`src/rtl/aes_pkg.sv`:
```
// Shared AES-128 constants and controller state encoding.
// The byte-order constant is shared with the round datapath modules.
package aes_pkg;

  localparam int AES_STATE_W = 128;
  localparam int NR_AES128   = 10;

  // byte0 occupies bits [0:7] of a [0:127] vector; bytes are column-major.
  localparam string AES_BYTE_ORDER = "fips197_byte0_bits0to7_column_major";

  typedef enum logic [1:0] {
    ST_IDLE  = 2'd0,
    ST_ISSUE = 2'd1,
    ST_WAIT  = 2'd2,
    ST_DONE  = 2'd3
  } ctrl_state_e;

endpackage

```
`src/rtl/aes_round_ctrl.sv`:
```
// Iterative AES-128 round sequencer: initial AddRoundKey, then NR rounds
// through an external registered datapath, with valid/ready on both sides.
module aes_round_ctrl
  import aes_pkg::*;
#(
  parameter int NR        = NR_AES128,
  parameter int ROUND_LAT = 4
) (
  input  logic                   clk,
  input  logic                   rst,
  input  logic                   in_valid,
  output logic                   in_ready,
  input  logic [0:AES_STATE_W-1] plaintext,
  output logic [3:0]             rk_idx,
  input  logic [0:AES_STATE_W-1] rk_data,
  output logic                   dp_start,
  output logic [0:AES_STATE_W-1] dp_state,
  output logic                   dp_final,
  input  logic [0:AES_STATE_W-1] dp_result,
  output logic                   out_valid,
  input  logic                   out_ready,
  output logic [0:AES_STATE_W-1] ciphertext,
  output logic                   busy
);

  localparam int               WCNT_W     = $clog2(ROUND_LAT + 1);
  localparam logic [3:0]       LAST_ROUND = 4'(NR);
  localparam logic [WCNT_W-1:0] WCNT_LOAD = WCNT_W'(ROUND_LAT);
  localparam logic [WCNT_W-1:0] WCNT_ONE  = WCNT_W'(1);

  ctrl_state_e            r_fsm,   w_fsm_nxt;
  logic [0:AES_STATE_W-1] r_state, w_state_nxt;
  logic [3:0]             r_round, w_round_nxt;
  logic [WCNT_W-1:0]      r_wcnt,  w_wcnt_nxt;

  // NOTE: state lives only here and is updated with <=, so every register
  // samples the same pre-edge values regardless of block evaluation order.
  always_ff @(posedge clk or posedge rst) begin
    if (rst) begin
      r_fsm   <= ST_IDLE;
      r_state <= '0;
      r_round <= '0;
      r_wcnt  <= '0;
    end else begin
      r_fsm   <= w_fsm_nxt;
      r_state <= w_state_nxt;
      r_round <= w_round_nxt;
      r_wcnt  <= w_wcnt_nxt;
    end
  end

  // NOTE: every output and next-state value gets a default first, so no
  // branch can leave one unassigned and infer a latch.
  always_comb begin
    w_fsm_nxt   = r_fsm;
    w_state_nxt = r_state;
    w_round_nxt = r_round;
    w_wcnt_nxt  = r_wcnt;
    in_ready    = 1'b0;
    out_valid   = 1'b0;
    dp_start    = 1'b0;
    dp_final    = 1'b0;
    busy        = 1'b1;
    rk_idx      = r_round;
    ciphertext  = '0;

    unique case (r_fsm)
      ST_IDLE: begin
        in_ready = 1'b1;
        busy     = 1'b0;
        rk_idx   = '0;
        if (in_valid) begin
          w_state_nxt = plaintext ^ rk_data;
          w_round_nxt = 4'd1;
          w_fsm_nxt   = ST_ISSUE;
        end
      end
      ST_ISSUE: begin
        dp_start   = 1'b1;
        dp_final   = (r_round == LAST_ROUND);
        w_wcnt_nxt = WCNT_LOAD;
        w_fsm_nxt  = ST_WAIT;
      end
      ST_WAIT: begin
        dp_final   = (r_round == LAST_ROUND);
        w_wcnt_nxt = r_wcnt - WCNT_ONE;
        // The datapath result is trusted only in the final wait cycle.
        if (r_wcnt == WCNT_ONE) begin
          w_state_nxt = dp_result;
          if (r_round == LAST_ROUND) begin
            w_fsm_nxt = ST_DONE;
          end else begin
            w_round_nxt = r_round + 4'd1;
            w_fsm_nxt   = ST_ISSUE;
          end
        end
      end
      ST_DONE: begin
        out_valid  = 1'b1;
        ciphertext = r_state;
        if (out_ready) begin
          w_round_nxt = '0;
          w_fsm_nxt   = ST_IDLE;
        end
      end
      default: begin
        w_fsm_nxt = ST_IDLE;
      end
    endcase
  end

  assign dp_state = r_state;

endmodule

```
`config.mk`:
```
export PLATFORM = sky130hd
export DESIGN_NAME = aes_round_ctrl
export DESIGN_NICKNAME = d
export VERILOG_FILES = /design/src/rtl/aes_pkg.sv /design/src/rtl/aes_round_ctrl.sv
export SDC_FILE = /design/constraint.sdc
export NUM_CORES = 1
export LEC_CHECK = 0
export CAP_MARGIN = 15
export CORE_AREA = 2 2 252 254
export CTS_CLUSTER_SIZE = 30
export DETAILED_ROUTE_END_ITERATION = 8
export DIE_AREA = 0 0 254 256
export GPL_ROUTABILITY_DRIVEN = 0
export GPL_TIMING_DRIVEN = 0
export PLACE_DENSITY_LB_ADDON = 0.2
export SLEW_MARGIN = 20
export SYNTH_ARGS = -nofsm -noshare
export SYNTH_HDL_FRONTEND = slang
export SYNTH_SLANG_ARGS = --single-unit
```
`constraint.sdc`:
```
create_clock -name clk -period 4.4 [get_ports clk]
set_input_delay 0.88 -clock clk [delete_from_list [all_inputs] [get_ports clk]]
set_output_delay 0.88 -clock clk [all_outputs]
set_load 0.05 [all_outputs]
```
==> impl_results.md <==
- Number of DRC violations after detailed routing: 0
- Part of the cycle the worst path needs: 91.72%
- Power per standard cell area: 230.5 nW/um^2
- Proportion of netlist area held by the largest area contributor: 41.12%
- Grt total ovfl: 0
- Vias after detailed routing: 9542
- Iter 0 DRT Violations: 239
- Share of flip-flops with an asynchronous set or reset after synthesis: 100.0%
- Largest driver fanout on the critical path: 10
- Setup TNS: 0 ps
- Result of the run: complete, no violations
- Worst endpoint required time: 3520 ps
- Quantity of hold-fixing buffers added after cts: 0
- Max-slew violation count: 0
- Via count of the first global-routing pass: 10279
- Floorplan core area: 62390 sq um
- Amount of wire on met2 after detailed routing: 23740 um
- First-pass GRT wire length: 65570 um
- Sequential element share of the synthesized area: 41.12%
- Most frequently used flop master after synthesis: dfrtp_1
- CTS H-tree lvls: 4
- EDFF count, synth: 0
- Initial DRT Pass Iterations: 4
- Number of antenna violations at the first check in global routing: 1
- Hold Worst Slack: 496.3 ps
- TritonCTS clock tree: yes
- Nets in the synthesized netlist: 1435
- Signed area change from the synthesized netlist to the final layout: 99.03%
- Wire per inst: 17.71 um
- Boundary pin count: 653
- Top achievable clock speed: 247.8 MHz
- Clk Latency, worst-skew pair: 470 ps
- Met1 routed wirelength after detailed routing: 17890 um
- Die Footprint: 65020 sq um
- Total CTS buffers: 17
- Final critical-path setup slack: 364.3 ps
- Pre-CTS worst setup slack: 718.0 ps
- Clock Tree Buf Depth: 2
- Placed cell count: 2540
- Total GRT Usage: 13.74%
- Unrepaired setup endpoints after global routing: false
- Clk sink count: 137
- Buffers added on ports: 652
- Leading cell types by total area after synthesis: dfrtp_1 41%, xnor2_1 13%, and2_1 9.7%, a21oi_1 7.9%, nor2_1 5.9%
- Final count of negative-setup-slack endpoints: 0
- Non-filler cells, final: 2570
- Pin count of the biggest net entering global routing: 31
- Routed met3 length: 3101 um
- Floorplan die width: 254 um
- Final antenna-violating net count: 0
- Maximum vdd ir drop: 0.2821 mV
- Seq cells post-synth: 137
- Number of different library cells in the post-synthesis netlist: 31
- Number of setup buffers added after CTS: 0
- DIE HEIGHT: 256 um
- Cell leakage power: 0.006058 uW
- Total count of hold-check failures in the final report: 0
- Clock Tree Root: clkbuf_16
- Max transition margin: 37.45%
- Diode count: 0
- Netlist Area Pre-Place: 8338 sq um
- Least-Margin Pin Slew: 938.2 ps
- Yosys Warn Count: 0
- Clock Skews: 11.01 ps
- Total detailed-routing wirelength: 45510 um
- Minimum clock period after layout: 4036 ps
- Number of vias per cell after detailed routing: 3.713
- Max-cap violations: 0
- HPWL after detailed placement: 37540 um
- Classification of the worst setup path: register to primary output
- Crit path arrival time: 3160 ps
- Top routing layer in use: met5
- Share of layout cells above drive strength 1: 3.132%
- Utilization after layout: 26.60%
- Initial Util: 13.36%
- Final nets: 2110
- Type of element capturing the critical path: primary output
- Post-CTS resize count: 0
- Clock-pin slew on the worst setup and hold paths: 60 ps
- Synth area leader: dfrtp_1
- Classification of the worst-slack hold path: register to register
- Mean instance size in the synthesized netlist: 8.033 sq um
- Startpoint type of the worst setup path: register
- Number of instances in the synthesized netlist: 1038
- Std-Cell Rows: 92
-- kinds of logic after synthesis --
family	share of synthesized area (%)
AO/OA/AOI/OAI	16.79
XOR/XNOR	13.45
flip-flops	41.12
buffers and inverters	4.502
adder cells (fa/ha/maj)	1.351
AND/OR/NAND/NOR	22.79
-- worst max-delay path, cell delays in order (launching register included) --
cell,delay (ps)
dfrtp_1,440
ha_1,240
clkbuf_2,510
clkbuf_1,430
and2_1,240
clkdlybuf4s50_1,820
-- synthesized netlist by cell type, types with 2 or more instances --
cell      count
nand3b_1      2
nand2b_1      3
o21ai_1      40
inv_1         8
buf_1         3
nor2_1      132
o21ai_0      91
a41oi_1       2
clkbuf_1     52
and2_1      129
nor2b_1       4
nand2_1     131
a21oi_1     132
buf_2        12
dfrtp_1     137
nand3_1       4
buf_6         7
xnor2_1     128
ha_1          9
-- state kept, by name, indices dropped and copies added, names as in the netlist --
| signal | flops |
|---|---|
| dp_state | 128 |
| r_round | 4 |
| r_wcnt | 3 |
| r_fsm | 2 |
-- layer usage --
layer,vias to the layer above,global-route usage (%)
li1,4726,-
met3,40,3.966
met1,4421,15.20
met5,-,0
met4,2,3.807
met2,353,25.25
-- stage by stage --
stage,cell area (sq um),power [uW]
CTS,16590,3923
finish,16590,3825
floorplan,8342,1775
global placement,15930,2355
global route,16590,4000
detailed placement,16010,2365
-- final timing paths --
kind | startpoint | cells past startpoint | end | slack [ps]
worst max-delay path | r_fsm[0] | 5 | ciphertext[40] | 360
worst min-delay path | dp_state[23] | 2 | dp_state[23] | 500
worst max register to register | r_fsm[0] | 7 | r_round[1] | 1620
worst min register to register | dp_state[23] | 2 | dp_state[23] | 500
max in group asynchronous | rst | 4 | dp_state[104] | 2670
min in group asynchronous | rst | 2 | dp_state[53] | 880
-- power breakdown --
group	internal [uW]	switching, uW
Clock	911	583
Sequential	1320	56.2
Combinational	517	436
Total	2750	1080
-- layout by cell type (no fill, tap or decap), drive strengths merged, types with 2 or more instances in the layout --
cell	Yosys	layout
a21oi	132	132
a41oi	2	2
and2	129	129
buf	22	26
bufinv	0	3
clkbuf	52	74
clkdlybuf4s50	0	652
clkinv	0	4
clkinvlp	0	2
dfrtp	137	137
ha	9	9
inv	8	7
nand2	131	131
nand2b	3	3
nand3	4	4
nand3b	2	2
nor2	132	132
nor2b	4	4
o21ai	131	131
xnor2	128	128
-- layout make-up --
cell class              instances  area (sq um)
inverters                       8         33.78
flip-flops and latches        137          3428
multi-input cells             819          4534
clock inverters                 8         121.4
fillers                      6894         45800
repair buffers                656          6606
clock buffers                  22         464.2
plain buffers                  74         347.8
well taps                     846          1059
Power figures use the tool's default switching activity.
